$ cat config.mk
export PLATFORM = sky130hd
export DESIGN_NAME = multi_cycle_ctrl
export DESIGN_NICKNAME = d
export VERILOG_FILES = /design/src/rtl/cpu_ctrl_pkg.sv /design/src/rtl/ctrl_fetch_timer.sv /design/src/rtl/multi_cycle_ctrl.sv
export SDC_FILE = /design/constraint.sdc
export NUM_CORES = 1
export LEC_CHECK = 0
export ABC_AREA = 1
export CAP_MARGIN = 20
export CORE_UTILIZATION = 32
export CTS_BUF_LIST = sky130_fd_sc_hd__clkbuf_4 sky130_fd_sc_hd__clkbuf_8
export CTS_CLUSTER_DIAMETER = 60
export DETAILED_ROUTE_END_ITERATION = 6
export GPL_TIMING_DRIVEN = 0
export PLACE_DENSITY = 0.79
export SLEW_MARGIN = 30
export SYNTH_ARGS = -nofsm -noshare
export SYNTH_HDL_FRONTEND = slang
export SYNTH_SLANG_ARGS = --single-unit
$ cat constraint.sdc
create_clock -name clk_i -period 1 [get_ports clk_i]
set_clock_uncertainty 0.05 [all_clocks]
set_input_delay 0.1 -clock clk_i [delete_from_list [all_inputs] [get_ports clk_i]]
set_output_delay 0.1 -clock clk_i [all_outputs]
set_load 0.02 [all_outputs]
$ cat src/rtl/cpu_ctrl_pkg.sv
// -----------------------------------------------------------------------------
// cpu_ctrl_pkg
// Shared definitions for the multi-cycle control sequencer:
//   - supported opcode constants (OP_*)
//   - sequencer state encoding (state_e)
//   - ALU operation and immediate-extension select codes (ALU_OP_*, EXT_*)
//   - alu_ctrl_for(): per-opcode ALU/datapath select bundle used in EXEC and WB
// -----------------------------------------------------------------------------
package cpu_ctrl_pkg;

  localparam logic [5:0] OP_RTYPE = 6'b000000;
  localparam logic [5:0] OP_ADDI  = 6'b001000;
  localparam logic [5:0] OP_BEQ   = 6'b000100;
  localparam logic [5:0] OP_ORI   = 6'b001101;
  localparam logic [5:0] OP_LUI   = 6'b001111;

  // Encoding 3'd7 is deliberately left unused; the next-state logic maps it to IDLE.
  typedef enum logic [2:0] {
    ST_IDLE   = 3'd0,
    ST_FETCH  = 3'd1,
    ST_DECODE = 3'd2,
    ST_EXEC   = 3'd3,
    ST_WB     = 3'd4,
    ST_BRANCH = 3'd5,
    ST_TRAP   = 3'd6
  } state_e;

  localparam logic [1:0] ALU_OP_ADD   = 2'b00;
  localparam logic [1:0] ALU_OP_SUB   = 2'b01;
  localparam logic [1:0] ALU_OP_FUNCT = 2'b10;
  localparam logic [1:0] ALU_OP_OR    = 2'b11;

  localparam logic [1:0] EXT_SIGN = 2'b00;
  localparam logic [1:0] EXT_ZERO = 2'b01;
  localparam logic [1:0] EXT_LUI  = 2'b10;

  typedef struct packed {
    logic       reg_dst;
    logic       alu_src;
    logic [1:0] ext_sel;
    logic [1:0] alu_op;
  } alu_ctrl_t;

  // True for opcodes that go through EXEC/WB (register-writing ALU instructions).
  function automatic logic is_alu_type(input logic [5:0] op);
    logic r;
    case (op)
      OP_RTYPE, OP_ADDI, OP_ORI, OP_LUI: r = 1'b1;
      default:                           r = 1'b0;
    endcase
    return r;
  endfunction

  // Datapath selects for an ALU-type opcode; unknown opcodes yield all zeros.
  function automatic alu_ctrl_t alu_ctrl_for(input logic [5:0] op);
    alu_ctrl_t c;
    c = '0;
    case (op)
      OP_RTYPE: begin
        c.reg_dst = 1'b1;
        c.alu_src = 1'b0;
        c.ext_sel = EXT_SIGN;
        c.alu_op  = ALU_OP_FUNCT;
      end
      OP_ADDI: begin
        c.reg_dst = 1'b0;
        c.alu_src = 1'b1;
        c.ext_sel = EXT_SIGN;
        c.alu_op  = ALU_OP_ADD;
      end
      OP_ORI: begin
        c.reg_dst = 1'b0;
        c.alu_src = 1'b1;
        c.ext_sel = EXT_ZERO;
        c.alu_op  = ALU_OP_OR;
      end
      OP_LUI: begin
        c.reg_dst = 1'b0;
        c.alu_src = 1'b1;
        c.ext_sel = EXT_LUI;
        c.alu_op  = ALU_OP_ADD;
      end
      default: c = '0;
    endcase
    return c;
  endfunction

endpackage

$ cat src/rtl/ctrl_fetch_timer.sv
// -----------------------------------------------------------------------------
// ctrl_fetch_timer
// Counts consecutive FETCH cycles spent waiting for instruction memory and
// flags the cycle in which the wait budget is used up.
// Parameters:
//   FETCH_TIMEOUT  number of FETCH cycles allowed before trapping (1..255)
// Ports:
//   clk_i       in   clock, rising edge
//   rst_i       in   synchronous active-high reset
//   in_fetch_i  in   sequencer is in FETCH this cycle
//   ack_i       in   instruction memory acknowledged this cycle
//   expire_o    out  this is the FETCH_TIMEOUT-th FETCH cycle (combinational)
// -----------------------------------------------------------------------------
module ctrl_fetch_timer #(
  parameter int FETCH_TIMEOUT = 15
) (
  input  logic clk_i,
  input  logic rst_i,
  input  logic in_fetch_i,
  input  logic ack_i,
  output logic expire_o
);

  // Counter holds (FETCH cycle index - 1), so it never exceeds FETCH_TIMEOUT-1.
  localparam int CW = (FETCH_TIMEOUT < 2) ? 1 : $clog2(FETCH_TIMEOUT);
  localparam logic [CW-1:0] LAST = CW'(FETCH_TIMEOUT - 1);

  logic [CW-1:0] cnt_q;
  logic [CW-1:0] cnt_d;

  // Timeout compare and next count; the count clears whenever FETCH is left.
  always_comb begin
    expire_o = in_fetch_i && (cnt_q == LAST);
    if (in_fetch_i && !ack_i && !expire_o) begin
      cnt_d = cnt_q + CW'(1);
    end else begin
      cnt_d = '0;
    end
  end

  // Wait-counter register.
  always_ff @(posedge clk_i) begin
    if (rst_i) begin
      cnt_q <= '0;
    end else begin
      cnt_q <= cnt_d;
    end
  end

endmodule

$ cat src/rtl/multi_cycle_ctrl.sv
// -----------------------------------------------------------------------------
// multi_cycle_ctrl
// Multi-cycle control sequencer for a MIPS-style datapath. Walks each
// instruction through FETCH / DECODE / EXEC / WB (ALU types) or
// FETCH / DECODE / BRANCH (BEQ), trapping on fetch timeout or illegal opcode.
// Build option:
//   MULTI_CYCLE_CTRL_PERF_CNT_EN  when defined, retired_o counts instructions
//                                 leaving WB or BRANCH; otherwise it is tied 0.
// Parameters: FETCH_TIMEOUT (1..255), CNT_W (retired counter width)
// Ports:
//   clk_i, rst_i (sync, active-high), start_i, stop_i, op_i[5:0], zero_i,
//   imem_ack_i                                       -- inputs
//   imem_req_o, ir_write_o, pc_write_o, pc_src_o, reg_write_o, reg_dst_o,
//   alu_src_o, ext_sel_o[1:0], alu_op_o[1:0]         -- datapath strobes/selects
//   busy_o, trap_o, state_o[2:0], retired_o[CNT_W-1:0] -- status
// -----------------------------------------------------------------------------
module multi_cycle_ctrl
  import cpu_ctrl_pkg::*;
#(
  parameter int FETCH_TIMEOUT = 15,
  parameter int CNT_W         = 32
) (
  input  logic             clk_i,
  input  logic             rst_i,
  input  logic             start_i,
  input  logic             stop_i,
  input  logic [5:0]       op_i,
  input  logic             zero_i,
  input  logic             imem_ack_i,
  output logic             imem_req_o,
  output logic             ir_write_o,
  output logic             pc_write_o,
  output logic             pc_src_o,
  output logic             reg_write_o,
  output logic             reg_dst_o,
  output logic             alu_src_o,
  output logic [1:0]       ext_sel_o,
  output logic [1:0]       alu_op_o,
  output logic             busy_o,
  output logic             trap_o,
  output logic [2:0]       state_o,
  output logic [CNT_W-1:0] retired_o
);

  state_e    state_q;
  state_e    state_d;
  logic      ack_s;
  logic      expire_s;
  alu_ctrl_t alu_ctrl_s;

  // An ack arriving while reset is asserted must not load IR or bump PC.
  assign ack_s      = imem_ack_i & ~rst_i;
  assign alu_ctrl_s = alu_ctrl_for(op_i);
  assign state_o    = state_q;

  ctrl_fetch_timer #(
    .FETCH_TIMEOUT(FETCH_TIMEOUT)
  ) u_fetch_timer (
    .clk_i     (clk_i),
    .rst_i     (rst_i),
    .in_fetch_i(state_q == ST_FETCH),
    .ack_i     (ack_s),
    .expire_o  (expire_s)
  );

  // State register.
  always_ff @(posedge clk_i) begin
    if (rst_i) begin
      state_q <= ST_IDLE;
    end else begin
      state_q <= state_d;
    end
  end

  // Next-state logic; ack beats timeout, stop beats start.
  always_comb begin
    state_d = state_q;
    case (state_q)
      ST_IDLE: begin
        if (start_i && !stop_i) state_d = ST_FETCH;
        else                    state_d = ST_IDLE;
      end
      ST_FETCH: begin
        if (ack_s)         state_d = ST_DECODE;
        else if (expire_s) state_d = ST_TRAP;
        else               state_d = ST_FETCH;
      end
      ST_DECODE: begin
        if (is_alu_type(op_i))    state_d = ST_EXEC;
        else if (op_i == OP_BEQ)  state_d = ST_BRANCH;
        else                      state_d = ST_TRAP;
      end
      ST_EXEC:           state_d = ST_WB;
      ST_WB, ST_BRANCH: begin
        if (stop_i) state_d = ST_IDLE;
        else        state_d = ST_FETCH;
      end
      ST_TRAP:           state_d = ST_TRAP;
      default:           state_d = ST_IDLE;
    endcase
  end

  // Output decode: Moore on state/op, except fetch ack pulses and branch PC write.
  always_comb begin
    imem_req_o  = 1'b0;
    ir_write_o  = 1'b0;
    pc_write_o  = 1'b0;
    pc_src_o    = 1'b0;
    reg_write_o = 1'b0;
    reg_dst_o   = 1'b0;
    alu_src_o   = 1'b0;
    ext_sel_o   = EXT_SIGN;
    alu_op_o    = ALU_OP_ADD;
    busy_o      = 1'b0;
    trap_o      = 1'b0;
    case (state_q)
      ST_IDLE: busy_o = 1'b0;
      ST_FETCH: begin
        busy_o     = 1'b1;
        imem_req_o = 1'b1;
        if (ack_s) begin
          ir_write_o = 1'b1;
          pc_write_o = 1'b1;
        end else begin
          ir_write_o = 1'b0;
          pc_write_o = 1'b0;
        end
      end
      ST_DECODE: busy_o = 1'b1;
      // WB keeps the EXEC selects so the ALU result stays stable while written.
      ST_EXEC, ST_WB: begin
        busy_o      = 1'b1;
        reg_dst_o   = alu_ctrl_s.reg_dst;
        alu_src_o   = alu_ctrl_s.alu_src;
        ext_sel_o   = alu_ctrl_s.ext_sel;
        alu_op_o    = alu_ctrl_s.alu_op;
        reg_write_o = (state_q == ST_WB);
      end
      // PC already holds PC+4 from FETCH, so the taken target is PC+(sext(imm)<<2).
      ST_BRANCH: begin
        busy_o     = 1'b1;
        alu_op_o   = ALU_OP_SUB;
        pc_write_o = zero_i;
        pc_src_o   = zero_i;
      end
      ST_TRAP: trap_o = 1'b1;
      default: busy_o = 1'b0;
    endcase
  end

`ifdef MULTI_CYCLE_CTRL_PERF_CNT_EN
  logic [CNT_W-1:0] retired_q;
  logic [CNT_W-1:0] retired_d;

  // Count an instruction as it leaves WB or BRANCH (both always exit after one cycle).
  always_comb begin
    if (state_q == ST_WB || state_q == ST_BRANCH) begin
      retired_d = retired_q + CNT_W'(1);
    end else begin
      retired_d = retired_q;
    end
  end

  // Retired-instruction counter register.
  always_ff @(posedge clk_i) begin
    if (rst_i) begin
      retired_q <= '0;
    end else begin
      retired_q <= retired_d;
    end
  end

  assign retired_o = retired_q;
`else
  assign retired_o = '0;
`endif

endmodule

==> flow_summary_export.csv, run 1 <==
group,metric,value,unit
floorplan,die_y,53.72,um
place,pre_cts_ws,-0.9871,ns
place,io_buffers,27,
sta,hold_viol,0,
critical_path,worstSetupStartpoint,"state_o[0]",
critical_path,rr_endpoint,"state_o[0]",
power_and_ir_drop,p_comb_share,47.1,%
power_and_ir_drop,p_int,688.3,uW
sta,finalCriticalPeriod,1.486,ns
grt,first_global_vias,767,
sta,rsz0062_at_grt,"true",
critical_path,start_kind,"flop",
critical_path,endpoint,"alu_src_o",
synthesis,synth_area_per_cell,7.132,sq um
power_and_ir_drop,p_per_area,706.2,nW/um^2
critical_path,worstSetupEndpointType,"output port",
power_and_ir_drop,p_clk_share,26.0,%
power_and_ir_drop,power.share.switching,36.25,%
synthesis,synth_edf_count,0,
place,hpwl,1683,um
route,wl,2152,um
outcome,outcome,"finished, violations left",
power_and_ir_drop,leakage,0.0007728,uW
synthesis,syn_area,855.8,sq um
clock_tree,cts-root-buf,"clkbuf_4",
grt,grt_max_degree,11,
route,highest_layer,"met4",
clock_tree,htreeDepth,1,
route,drc,0,
sta,fmax,672.9,MHz
critical_path,r2r-start,"state_o[0]",
layout,finish.net_count,205,
critical_path,ff2ff_setup_slack,-0.34,ns
route,drtAntennaViolNets,0,
route,wirelength_met1,723,um
place,gp_congestion,0.8016,
synthesis,synth_cell_types,26,
critical_path,arrival,1.34,ns
floorplan,placementRows,18,
critical_path,critPathKind,"reg2out",
synthesis,ys_top_cells_by_count,"32 x buf_4, 11 x nand2_1, 11 x nor2_1, 9 x inv_1, 9 x nand3_1",
clock_tree,clock_sinks,7,
grt,grt_antenna_before_repair,0,
critical_path,reg2reg_depth,9,
sta,period_share,148.6,%
layout,synthToLayoutAreaGrowth,78.66,%
synthesis,ys.flop_type,"dfxtp_1",
power_and_ir_drop,switchingPower,391.5,uW
clock_tree,hold_buffers,0,
synthesis,synth_seq_area_share,16.37,%
clock_tree,cts_buffer_depth,2,
synthesis,synth_warnings,0,
clock_tree,cts_tree,"built",
sta,finalSetupViolations,20,
route,drt_iter0_markers,9,
route,viasPerCell,4.005,
critical_path,critPathRequiredTime,0.85,ns
route,wl_per_cell,9.782,um
layout,regArea,151.4,sq um
layout,final_util,61.16,%
synthesis,synth_top_area_share,28.07,%
synthesis,yosys.area.top_type,"buf_4",
grt,grt_overflow,0,
floorplan,core-area,2500,sq um
synthesis,async_flop_share,0,%
layout,multi_input_area,636.9,sq um
layout,fillers,221,
floorplan,io_pins,60,
floorplan,die_area,2885,sq um
clock_tree,path_clk_slew,0.05,ns
route,num_vias,881,
clock_tree,insertion_delay,0.25,ns
route,route.met3.wl,139,um
grt,track_usage,15.34,%
layout,antennaDiodeCount,0,
worst_hold_path,hold_path_class,"in2reg",
critical_path,cp_max_fo,6,
synthesis,yosysMostFrequentCell,"buf_4",
power_and_ir_drop,peakVddDrop,0.5858,mV
sta,fin_ws,-0.4861,ns
grt,grt_pass1_wl,3167,um
run,cap_violations,0,
clock_tree,cts_inserted_buffers,3,
power_and_ir_drop,seqPwrFrac,27.0,%
layout,layout-drive-gt1-share,56.84,%
floorplan,start_util,34.23,%
route,drtPass1Iterations,4,
synthesis,netlist_top_cells_area,"buf_4 28%, dfxtp_1 16%, nand3_1 5.3%",
outcome,violations,"negative setup slack",
synthesis,synthCells,120,
floorplan,chipWidth,53.72,um
synthesis,synth-seq-cells,7,
sta,slew_viol_final,0,
route,dr_wl_met2,1274,um
## sequential cells by signal, indices dropped and copies added (netlist names)
name                 count
state_o                  3
u_fetch_timer.cnt_q      4
## layout make-up
cell class | count | area share [%]
tap | 30 | 2.455
multi-input combinational | 94 | 41.65
buffer | 34 | 17.68
timing repair buffer | 35 | 22.34
inverter | 16 | 4.010
sequential | 7 | 9.902
clock buffer | 4 | 1.964
## stage by stage
step                      cell area (sq um)  TNS [ns]  power, uW  hold slack [ns]  std cells
after floorplan                        1049    -2.602      636.4           0.1033        151
after global placement                 1356    -11.12      732.3           0.3935        208
after detailed placement               1356    -11.69      739.6           0.4172        208
after CTS                              1440    -6.744       1053           0.3908        216
after global routing                   1529    -8.472       1149           0.3716        220
final                                  1529    -7.070       1080           0.3269        220
## power by group through the flow
stage	logic, uW	clock network (uW)	registers, uW
after floorplan	333	0	303
after global placement	435	0	298
after detailed placement	442	0	298
after CTS	469	292	292
after global routing	545	311	293
final	508	280	291
## repair_timing
| action | 4_1_cts | 5_1_grt |
|---|---|---|
| buffers inserted | 5 | 4 |
| pin swaps | 7 | 9 |
| hold endpoints to repair | 0 | 0 |
| resized for setup | 87 | 25 |
| endpoints found under the setup margin | 23 | 22 |
## cells by family after synthesis
group                    share of synthesized area (%)
other                                           0.4382
AND/OR/NAND/NOR                                  33.19
buffers and inverters                            37.86
XOR/XNOR                                         2.047
adder cells (fa/ha/maj)                          2.924
AO/OA/AOI/OAI                                    7.163
flip-flops                                       16.37
## cell usage in the layout (no fill, tap or decap)
master            n
o21ai_0           3
inv_2             7
clkinv_2          1
buf_8             2
dfxtp_4           3
nor3_4            1
nor2_4            7
nor2_2            8
xnor2_1           1
nand3_2           4
inv_1             8
xor2_1            1
buf_2             3
nand2_4           1
a211oi_4          1
dlymetal6s2s_1    1
nor2_1            2
buf_6            15
o21ai_4           1
buf_4            38
clkdlybuf4s50_1  10
nand4_1           2
a21oi_2           3
nand2_1           9
nor3_2            1
dfxtp_1           4
nand4_4           1
ha_1              2
clkbuf_4          4
conb_1           32
nand3_1           7
nand3_4           2
nand2_2           4
o22ai_4           1
## worst min-delay path by stage
| stage | start | endpoint | slack (ns) | cells after the start |
|---|---|---|---|---|
| 6_report | op_i[3] | state_o[1] | 0.33 | 7 |
| 2_1_floorplan | rst_i | state_o[0] | 0.10 | 1 |
| 3_5_place_dp | u_fetch_timer.cnt_q[0] | u_fetch_timer.cnt_q[0] | 0.42 | 1 |
| 5_1_grt | op_i[3] | state_o[1] | 0.37 | 7 |
| 3_3_place_gp | u_fetch_timer.cnt_q[0] | u_fetch_timer.cnt_q[0] | 0.39 | 1 |
| 4_1_cts | rst_i | state_o[0] | 0.39 | 2 |
## critical path, stage by stage, from the launching register on
cell and delay (ns):
dfxtp_4 0.34, buf_8 0.13, nor2_4 0.09, nand2_2 0.06, inv_2 0.07, nor2_4 0.07
a211oi_4 0.17, buf_6 0.15
## metal layers
layer	global-route usage (%)	vias up
li1	-	452
met1	14.38	393
met5	0	-
met4	2.632	0
met3	4.237	2
met2	32.10	34
No activity file was read; power rests on OpenSTA's default activity.
==> run 2: changes to the inputs <==
--- a/config.mk
+++ b/config.mk
@@ -11,7 +11,7 @@
 export CTS_BUF_LIST = sky130_fd_sc_hd__clkbuf_4 sky130_fd_sc_hd__clkbuf_8
 export CTS_CLUSTER_DIAMETER = 60
 export DETAILED_ROUTE_END_ITERATION = 6
-export GPL_TIMING_DRIVEN = 0
+export HOLD_SLACK_MARGIN = 0.06
 export PLACE_DENSITY = 0.79
 export SLEW_MARGIN = 30
 export SYNTH_ARGS = -nofsm -noshare
==> flow_summary_export.csv, run 2 (synthesis gave the netlist of run 1 again) <==
group,metric,value,unit
outcome,outcome,"finished, violations left",
outcome,violations,"negative setup slack",
sta,fmax,674.7,MHz
route,viasPerCell,4.223,
layout,antennaDiodeCount,0,
route,drc,0,
sta,finalCriticalPeriod,1.482,ns
power_and_ir_drop,power.share.switching,38.99,%
clock_tree,cts_inserted_buffers,3,
place,io_buffers,27,
critical_path,critPathRequiredTime,0.85,ns
layout,final_util,59.46,%
clock_tree,insertion_delay,0.26,ns
worst_hold_path,worstHoldStart,"rst_i",
layout,top_register,"u_fetch_timer.cnt_q",
grt,track_usage,15.70,%
critical_path,cp_max_fo,5,
layout,largest_reg_flops,4,
place,hpwl,1571,um
sta,fin_ws,-0.4821,ns
worst_hold_path,hold_path_class,"in2reg",
layout,synthToLayoutAreaGrowth,73.68,%
floorplan,placementRows,18,
layout,layout-drive-gt1-share,53.51,%
route,wl,2293,um
route,drtPass1Iterations,4,
route,num_vias,908,
critical_path,worstSetupStartpoint,"op_i[4]",
route,route.met3.wl,91,um
critical_path,start_kind,"primary input",
sta,rsz0062_at_grt,"true",
route,wl_per_cell,10.67,um
critical_path,critPathKind,"in2out",
route,dr_wl_met2,1314,um
grt,grt_pass1_wl,3256,um
sta,final.setup.tns,-6.989,ns
grt,grt_antenna_before_repair,0,
route,drtAntennaViolNets,0,
sta,slew_viol_final,0,
power_and_ir_drop,switchingPower,407.6,uW
floorplan,start_util,34.23,%
power_and_ir_drop,p_clk_share,29.1,%
worst_hold_path,min_path_cells,3,
floorplan,io_pins,60,
sta,hold_viol,0,
route,wirelength_met1,835,um
floorplan,die_y,53.72,um
run,cap_violations,0,
critical_path,worstSetupEndpointType,"output port",
route,highest_layer,"met4",
clock_tree,cts-root-buf,"clkbuf_4",
sta,whs,0.4526,ns
place,gp_congestion,0.8205,
sta,finalSetupViolations,23,
power_and_ir_drop,seqPwrFrac,28.6,%
power_and_ir_drop,peakVddDrop,0.6038,mV
power_and_ir_drop,p_int,637.8,uW
floorplan,core-area,2500,sq um
clock_tree,cts_buffer_depth,2,
critical_path,crit_slowest_cell,"clkdlybuf4s50_1",
floorplan,die_area,2885,sq um
critical_path,arrival,1.33,ns
grt,grt_overflow,0,
critical_path,rr_endpoint,"state_o[2]",
power_and_ir_drop,p_comb_share,42.3,%
route,drt_iter0_markers,7,
clock_tree,htreeDepth,1,
sta,period_share,148.2,%
worst_hold_path,hold_end,"state_o[0]",
layout,finish.net_count,200,
critical_path,ff2ff_setup_slack,-0.35,ns
place,pre_cts_ws,-0.9450,ns
clock_tree,hold_buffers,0,
critical_path,max_stage_delay,0.44,ns
grt,first_global_vias,796,
clock_tree,clock_sinks,7,
clock_tree,path_clk_slew,0.06,ns
power_and_ir_drop,p_per_area,703.3,nW/um^2
power_and_ir_drop,leakage,0.0007220,uW
critical_path,crit_chain,"clkdlybuf4s50_1, nor2_4, nand4_1, buf_4, a21oi_2, buf_2",
critical_path,reg2reg_depth,8,
layout,layout_commonest_cell,"buf_4",
critical_path,r2r-start,"state_o[0]",
layout,layout_common_cells,"33 x buf_4, 32 x conb_1, 17 x buf_6, 11 x clkdlybuf4s50_1, 9 x nand2_1",
clock_tree,cts_tree,"built",
floorplan,chipWidth,53.72,um
grt,grt_max_degree,7,
## run 2: cell types whose count changed in the layout (fill, tap and decap cells not counted), sizes merged
cell           previous run  this run
clkdlybuf4s50            10        11
buf                      58        53
dlymetal6s2s              1         0
## run 2: layer usage
metal | GRT usage (%) | up-vias
li1 | - | 449
met1 | 15.75 | 423
met2 | 31.48 | 32
met3 | 2.260 | 4
met4 | 6.140 | 0
met5 | 0 | -
## run 2: worst max path at each step
stage	endpoint	slack [ns]	cells after the start
CTS	alu_src_o	-0.46	5
global placement	alu_op_o[0]	-0.90	5
detailed placement	alu_op_o[0]	-0.94	5
floorplan	alu_src_o	-0.27	6
finish	alu_op_o[1]	-0.48	6
global route	alu_op_o[1]	-0.56	6
## run 2: power groups by stage
stage,clock network (uW),registers (uW),logic (uW)
final,305,299,442
after global routing,333,300,471
after CTS,310,295,425
after detailed placement,0,302,390
after global placement,0,302,385
after floorplan,0,303,333
## run 2: final cells by class
class / count / area (sq um)
clock buffers: 4 / 30.03
fillers: 204 / 1013
inverters: 16 / 70.07
multi-input cells: 94 / 633.1
flip-flops and latches: 7 / 151.4
well taps: 30 / 37.54
repair buffers: 64 / 564.3
## run 2: timing repair
item                       4_1_cts  5_1_grt
gates resized for setup        101       10
setup endpoints to repair       23       23
pin swaps                        9        8
buffers inserted                 7        5
## run 2: per-stage QoR
| stage | power [uW] | cells | instance area, sq um |
|---|---|---|---|
| final | 1045 | 215 | 1486 |
| after global routing | 1104 | 215 | 1486 |
| after CTS | 1030 | 213 | 1436 |
| after floorplan | 636.4 | 151 | 1049 |
| after detailed placement | 691.6 | 203 | 1311 |
| after global placement | 686.7 | 203 | 1311 |
## run 2: worst max-delay path: cells and delay by family
kind | cells | cell delay (ns)
AO/OA/AOI/OAI | 1 | 0.14
buffers and inverters | 3 | 0.80
AND/OR/NAND/NOR | 2 | 0.29
